--- src/rtl/reg_bus_latency_injector.sv ---
// Register-bus latency injector: buffers one request, holds it for a fixed
// number of cycles, forwards it downstream and returns the captured response.
// A downstream-hang timeout turns a stuck access into an error response.
module reg_bus_latency_injector #(
  parameter int unsigned AddrWidth = 32,
  parameter int unsigned DataWidth = 64,
  parameter int unsigned Latency   = 4,
  parameter int unsigned Timeout   = 1024
) (
  input  logic                   clk_i,
  input  logic                   rst_ni,
  input  logic                   slv_valid_i,
  output logic                   slv_ready_o,
  input  logic                   slv_write_i,
  input  logic [AddrWidth-1:0]   slv_addr_i,
  input  logic [DataWidth-1:0]   slv_wdata_i,
  input  logic [DataWidth/8-1:0] slv_wstrb_i,
  output logic [DataWidth-1:0]   slv_rdata_o,
  output logic                   slv_error_o,
  output logic                   mst_valid_o,
  input  logic                   mst_ready_i,
  output logic                   mst_write_o,
  output logic [AddrWidth-1:0]   mst_addr_o,
  output logic [DataWidth-1:0]   mst_wdata_o,
  output logic [DataWidth/8-1:0] mst_wstrb_o,
  input  logic [DataWidth-1:0]   mst_rdata_i,
  input  logic                   mst_error_i,
  output logic [31:0]            txn_count_o,
  output logic                   timeout_o
);

  localparam int unsigned StrbWidth = DataWidth / 8;
  localparam int unsigned LatW      = (Latency > 0) ? $clog2(Latency + 1) : 1;
  localparam int unsigned TimW      = (Timeout > 0) ? $clog2(Timeout + 1) : 1;
  localparam bit          HasLat    = (Latency > 0);
  localparam bit          HasTo     = (Timeout > 0);

  localparam logic [LatW-1:0] LatInit = LatW'(Latency);
  localparam logic [TimW-1:0] TimLast = TimW'((Timeout > 0) ? Timeout - 1 : 0);

  localparam logic [1:0] S_IDLE  = 2'd0;
  localparam logic [1:0] S_WAIT  = 2'd1;
  localparam logic [1:0] S_ISSUE = 2'd2;
  localparam logic [1:0] S_RESP  = 2'd3;

  logic [1:0]           r_state;
  logic [LatW-1:0]      r_lat_cnt;
  logic [TimW-1:0]      r_tim_cnt;
  logic                 r_write;
  logic [AddrWidth-1:0] r_addr;
  logic [DataWidth-1:0] r_wdata;
  logic [StrbWidth-1:0] r_wstrb;
  logic [DataWidth-1:0] r_rdata;
  logic                 r_error;
  logic                 r_slv_ready;
  logic                 r_mst_valid;
  logic [31:0]          r_txn_cnt;
  logic                 r_timeout;

  logic [1:0]           w_state_nxt;
  logic [LatW-1:0]      w_lat_nxt;
  logic [TimW-1:0]      w_tim_nxt;
  logic                 w_load;
  logic                 w_done_ok;
  logic                 w_done_to;

  // Next-state logic: accept, count down latency, issue with hang guard, respond.
  always_comb begin
    w_state_nxt = r_state;
    w_lat_nxt   = r_lat_cnt;
    w_tim_nxt   = r_tim_cnt;
    w_load      = 1'b0;
    w_done_ok   = 1'b0;
    w_done_to   = 1'b0;
    case (r_state)
      S_IDLE: begin
        if (slv_valid_i) begin
          w_load      = 1'b1;
          w_lat_nxt   = LatInit;
          w_tim_nxt   = '0;
          w_state_nxt = HasLat ? S_WAIT : S_ISSUE;
        end
      end
      S_WAIT: begin
        if (r_lat_cnt == LatW'(1)) begin
          w_tim_nxt   = '0;
          w_state_nxt = S_ISSUE;
        end else begin
          w_lat_nxt = r_lat_cnt - LatW'(1);
        end
      end
      S_ISSUE: begin
        // Ready takes priority over a timeout landing in the same cycle.
        if (mst_ready_i) begin
          w_done_ok   = 1'b1;
          w_state_nxt = S_RESP;
        end else if (HasTo && (r_tim_cnt == TimLast)) begin
          w_done_to   = 1'b1;
          w_state_nxt = S_RESP;
        end else if (HasTo) begin
          w_tim_nxt = r_tim_cnt + TimW'(1);
        end
      end
      S_RESP: begin
        w_state_nxt = S_IDLE;
      end
      default: begin
        w_state_nxt = S_IDLE;
      end
    endcase
  end

  // State and counter registers.
  always_ff @(posedge clk_i or negedge rst_ni) begin
    if (!rst_ni) begin
      r_state   <= S_IDLE;
      r_lat_cnt <= '0;
      r_tim_cnt <= '0;
    end else begin
      r_state   <= w_state_nxt;
      r_lat_cnt <= w_lat_nxt;
      r_tim_cnt <= w_tim_nxt;
    end
  end

  // Request buffer, captured response and registered handshake outputs.
  always_ff @(posedge clk_i or negedge rst_ni) begin
    if (!rst_ni) begin
      r_write     <= 1'b0;
      r_addr      <= '0;
      r_wdata     <= '0;
      r_wstrb     <= '0;
      r_rdata     <= '0;
      r_error     <= 1'b0;
      r_slv_ready <= 1'b0;
      r_mst_valid <= 1'b0;
    end else begin
      if (w_load) begin
        r_write <= slv_write_i;
        r_addr  <= slv_addr_i;
        r_wdata <= slv_wdata_i;
        r_wstrb <= slv_wstrb_i;
      end
      r_mst_valid <= (w_state_nxt == S_ISSUE);
      r_slv_ready <= (w_state_nxt == S_RESP);
      if (w_done_ok) begin
        r_rdata <= r_write ? '0 : mst_rdata_i;
        r_error <= mst_error_i;
      end else if (w_done_to) begin
        r_rdata <= '0;
        r_error <= 1'b1;
      end else if (r_state == S_RESP) begin
        r_rdata <= '0;
        r_error <= 1'b0;
      end
    end
  end

  // Completed-transaction counter and sticky timeout flag.
  always_ff @(posedge clk_i or negedge rst_ni) begin
    if (!rst_ni) begin
      r_txn_cnt <= '0;
      r_timeout <= 1'b0;
    end else begin
      if (w_done_ok || w_done_to) begin
        r_txn_cnt <= r_txn_cnt + 32'd1;
      end
      if (w_done_to) begin
        r_timeout <= 1'b1;
      end
    end
  end

  assign slv_ready_o = r_slv_ready;
  assign slv_rdata_o = r_rdata;
  assign slv_error_o = r_error;
  assign mst_valid_o = r_mst_valid;
  assign mst_write_o = r_write;
  assign mst_addr_o  = r_addr;
  assign mst_wdata_o = r_wdata;
  assign mst_wstrb_o = r_wstrb;
  assign txn_count_o = r_txn_cnt;
  assign timeout_o   = r_timeout;

endmodule

--- config.mk ---
export PLATFORM = sky130hd
export DESIGN_NAME = reg_bus_latency_injector
export DESIGN_NICKNAME = d
export VERILOG_FILES = /design/src/rtl/reg_bus_latency_injector.sv
export SDC_FILE = /design/constraint.sdc
export NUM_CORES = 1
export LEC_CHECK = 0
export ABC_AREA = 0
export CORE_ASPECT_RATIO = 1.2
export CORE_MARGIN = 8
export CORE_UTILIZATION = 46
export CTS_CLUSTER_SIZE = 40
export DETAILED_ROUTE_END_ITERATION = 10
export PLACE_DENSITY = 0.86
export SYNTH_ARGS = -nofsm -noshare
export SYNTH_HDL_FRONTEND = slang
export SYNTH_SLANG_ARGS = --single-unit
--- constraint.sdc ---
create_clock -name clk_i -period 4.2 [get_ports clk_i]
set_input_delay 0.42 -clock clk_i [delete_from_list [all_inputs] [get_ports clk_i]]
set_output_delay 0.42 -clock clk_i [all_outputs]
set_load 0.02 [all_outputs]
Word level (Yosys, flattened, before mapping)
Index checks and enable logic that the tools add are counted.
- bits in registers: 221
- bits of input ports: 174
- word-level logic and storage cells: 62
- $add $sub $neg: 3
- equal/unequal tests: 12
- mux-type cells: 27
- reductions and logical operators: 7
- operators by type and width (kind ; count):
    $mux W64 ; 4
    $mux W11 ; 4
    $pmux W11 S3 ; 1
    $add A32 B1 Y32 const B ; 1
    $add A11 B1 Y11 const B ; 1
    $eq A11 B10 Y1 const B ; 1
    $mux W1 ; 10
    $ne A2 B2 Y1 const B ; 5
    $eq A2 B2 Y1 const B ; 4
    $mux W2 ; 4
    $pmux W2 S4 ; 1
    $mux W3 ; 2
    $pmux W3 S2 ; 1
    $reduce_bool A3 Y1 ; 2
    $reduce_and A5 Y1 ; 1
    $eq A3 B1 Y1 const B ; 1
    $reduce_and A3 Y1 ; 1
    $sub A3 B1 Y3 const B ; 1
    $eq A2 B1 Y1 const B ; 1
    $logic_not A2 Y1 ; 1
    $reduce_bool A2 Y1 ; 1
    $logic_or A1 B1 Y1 ; 1

Longest topological paths before layout
- depth after elaboration: 6
- mapped depth: 8

Least setup slack after synthesis
No wires, ideal clock.
- path kind: register to register
- start point: register r_tim_cnt[0]
- end point: register r_rdata[10], in the netlist slv_rdata_o[10]
- library setup time: 0.066 ns
- data arrival time: 1.793 ns
- required time: 4.134 ns
- path slack: 2.341 ns
- stages on the path, launching flop included: 8
- period minus slack after synthesis: 1.859 ns
- cells stage by stage: dfrtp_1 -> ha_1 -> and3_2 -> buf_6 -> a31o_4 -> o21ai_2 -> buf_2 -> a22o_1
- longest elaborated chain between the ends: 6
- RTL lines (element ; RTL line ; RTL):
    from (decl) ; 48 ; logic [TimW-1:0] r_tim_cnt;
    from (signal assigned) ; 122 ; r_tim_cnt <= w_tim_nxt;
    $eq A11 B10 Y1 * ; 97 ; end else if (HasTo && (r_tim_cnt == TimLast)) begin
    $mux W1 * ; 97 ;
    $mux W1 * ; 94 ; if (mst_ready_i) begin
    $mux W1 * ; 75 ; case (r_state)
    $mux W64 ; 149 ; end else if (w_done_to) begin
    $mux W64 ; 146 ; if (w_done_ok) begin
    to (signal assigned) ; 147 ; r_rdata <= r_write ? '0 : mst_rdata_i;
    to (decl) ; 53 ; logic [DataWidth-1:0] r_rdata;
Mark *: on every way between the ends. The rest lies on a longest branch, timed or not.
A chain may end at the register's enable or synchronous reset.

Worst setup path after layout
- start point: register r_tim_cnt[0]
- end point: register r_rdata[3], in the netlist slv_rdata_o[3]
Same word-level chain as after synthesis.

==> metrics.txt <==
average vias per placed instance 5.09; mean post-synth cell area 10.6 sq um; final setup skew 0.00620 ns; max-slew violation count 0; Top Ports 379; fmax 0.400 GHz; type of the worst setup path reg2reg; Post-Synth Adder-Cell Area 0.574%; die area 0.0236 sq mm; EDFF count, synth 0; distinct cell type count after synthesis 49; antenna viol nets, final 0; setup violators final 0; crit-path max FO 31; Worst Setup End Kind flop; Slew @ Worst Pin 1.04 ns; CP Data Arrival Time 2.92 ns; CTS tree yes; total routed wirelength 28.5 mm; GP Congestion 0.825; initial antenna violation count 1; CP required 4.62 ns; Synth Area in Compound Gates 9.26%; most frequent cells in the layout 377 x clkdlybuf4s50_1, 333 x nand2_1, 221 x dfrtp_1; Post-CTS Resized 0; Buffers on Ports 378; maxcap violations 0; Nets 1375; syn_nets 1002; Num CTS Buffers 23; Relative slew margins 30.5%; Mapped Cells 824; static leakage 6.27 nW; Place WS 1.62 ns; vias in the first global route 7907; Total GRT Usage 23.7%; CORE AREA 0.0187 sq mm; largest family of logic cells by synthesized area simple AND/OR/NAND/NOR gates; DR iter-0 viols 379; Sum Neg Setup Slack 0 ns; Max clock buf depth 3; worst-skew pair later-pin latency 0.50 ns; post-route insts no fill 1465; first-pass GRT wire length 44.3 mm; PD cells 678 mW/mm^2; final worst slack 1.70 ns; H-tree levels 1; RSZ-0062 raised after global routing no; post-layout util 71.9%; Async SR Flop Fraction 100%; placed wire-length estimate 21.2 mm; Synth Area in Simple Gates 20.8%; Post-Syn Area 0.00872 sq mm; total congestion overflow 0; status completed; Clock transition at path regs 0.06 ns; Area growth syn-to-layout 54.4%; Pre-antenna DRT Iters 4; post-synthesis mux area share 0.129%; total clock sinks 221; Post-CTS Setup Repair Bufs 0; DP Cell Count 1427; site row count 55; commonest non-fill, non-tap cell in the layout clkdlybuf4s50_1; Synth Flop Type dfrtp_1; Tmin final 2.50 ns; DIE WIDTH 142 microns; Synth Warn # 0; Tcrit/Tclk final 59.5%; min-delay worst type in2reg; # DRC 0; largest net degree at the start of global routing 103; Die Y 167 microns; mean routed wirelength per cell 19.5 microns; Max IR drop VDD 0.547 mV; #FFs+latches synth 221; crit start category flop; post-synthesis sequential area ratio 63.4%; layout cell share with drive strength beyond 1 5.88%; Initial Utilization 46.6%; Hold Vio Cnt, Final 0; Root Buffer clkbuf_16; Vias 7462; XOR/XNOR Fraction of Synth Area 3.21%
worst paths after layout:
kind                       cells past startpoint  slack (ns)                     endpoint                        from
setup / recovery                               6        1.70   slv_rdata_o[3]$_DFFE_PN0P_    r_tim_cnt[0]$_DFFE_PN0P_
hold / removal                                 3        0.44  mst_wdata_o[38]$_DFFE_PN0P_             slv_wdata_i[38]
setup reg to reg                               6        1.70   slv_rdata_o[3]$_DFFE_PN0P_    r_tim_cnt[0]$_DFFE_PN0P_
hold reg to reg                                2        0.47   mst_addr_o[10]$_DFFE_PN0P_  mst_addr_o[10]$_DFFE_PN0P_
max in group asynchronous                      3        2.66  mst_wdata_o[52]$_DFFE_PN0P_                      rst_ni
min in group asynchronous                      2        0.54   txn_count_o[9]$_DFFE_PN0P_                      rst_ni
critical path, cell delays in order, from the launching register on:
cell	delay, ns
dfrtp_1	0.42
ha_1	0.24
and3_2	0.28
a31o_4	0.27
o21ai_4	0.65
buf_4	0.35
a22o_1	0.19
cell families after synthesis:
| family | Yosys count |
|---|---|
| adders and majority gates | 4 |
| xor gates and xnor gates | 32 |
| and+or+nand+nor | 416 |
| muxes | 1 |
| buffers and inverters | 51 |
| AOI/OAI and AO/OA | 99 |
| DFF | 221 |
power breakdown:
group	total, mW	switching, mW	internal, mW
logic	3.93	2.13	1.80
registers	3.31	0.459	2.85
clock network	1.89	0.802	1.08
flip-flops by register name, indices dropped and copies added (netlist names), 2 cells and up:
signal,flops
mst_wdata_o,64
slv_rdata_o,64
txn_count_o,32
r_state,2
mst_wstrb_o,8
r_lat_cnt,3
mst_addr_o,32
r_tim_cnt,11
area by class of cell:
cell class,count,area [sq um]
clock buffer,32,659
multi-input combinational,552,2990
tap,256,320
sequential,221,5530
inverter,9,33.8
fill,1301,5260
antenna,1,2.50
clock inverter,4,23.8
timing repair buffer,390,3910
cell usage after synthesis, drive strengths merged, types with 2 or more instances:
cell type  number  area, sq um
a22o           66          578
nand4          10         68.8
and3           11         73.8
or3             4         30.0
ha              4         50.1
inv             9         33.8
clkbuf         24         90.1
and4            3         26.3
nand2b          3         21.3
nor3           11         86.3
o31ai           3         22.5
a21oi           6         33.8
xnor2          15          131
a31o            2         26.3
xor2           17          149
dfrtp         221         5530
nor2           13         48.8
o21ai          16         83.8
o21bai          2         15.0
nand2         333         1250
nor4            5         65.1
buf            18          101
nand3          16         85.1
per-layer routing:
metal / vias to the layer above / GRT usage (%) / share of wire (%)
met2: 343 / 40.6 / 49
met4: 0 / 8.42 / 3.0
met3: 54 / 8.84 / 11
met5: - / 0 / 0
met1: 3602 / 26.3 / 37
li1: 3463 / - / -
metrics by stage:
step	instance area (sq um)	hold slack [ns]	power, mW
2_1_floorplan	8720	0.124	5.18
3_3_place_gp	12800	0.456	7.17
3_5_place_dp	12800	0.461	7.29
4_1_cts	13500	0.422	9.23
5_1_grt	13500	0.431	9.63
6_report	13500	0.445	9.12
what timing repair did:
| action | in CTS | in global routing |
|---|---|---|
| hold buffers | 1 | 0 |
| endpoints found under the setup margin | 0 | 0 |
| endpoints found under the hold margin | 38 | 0 |
(Power assumes the default switching activity.)
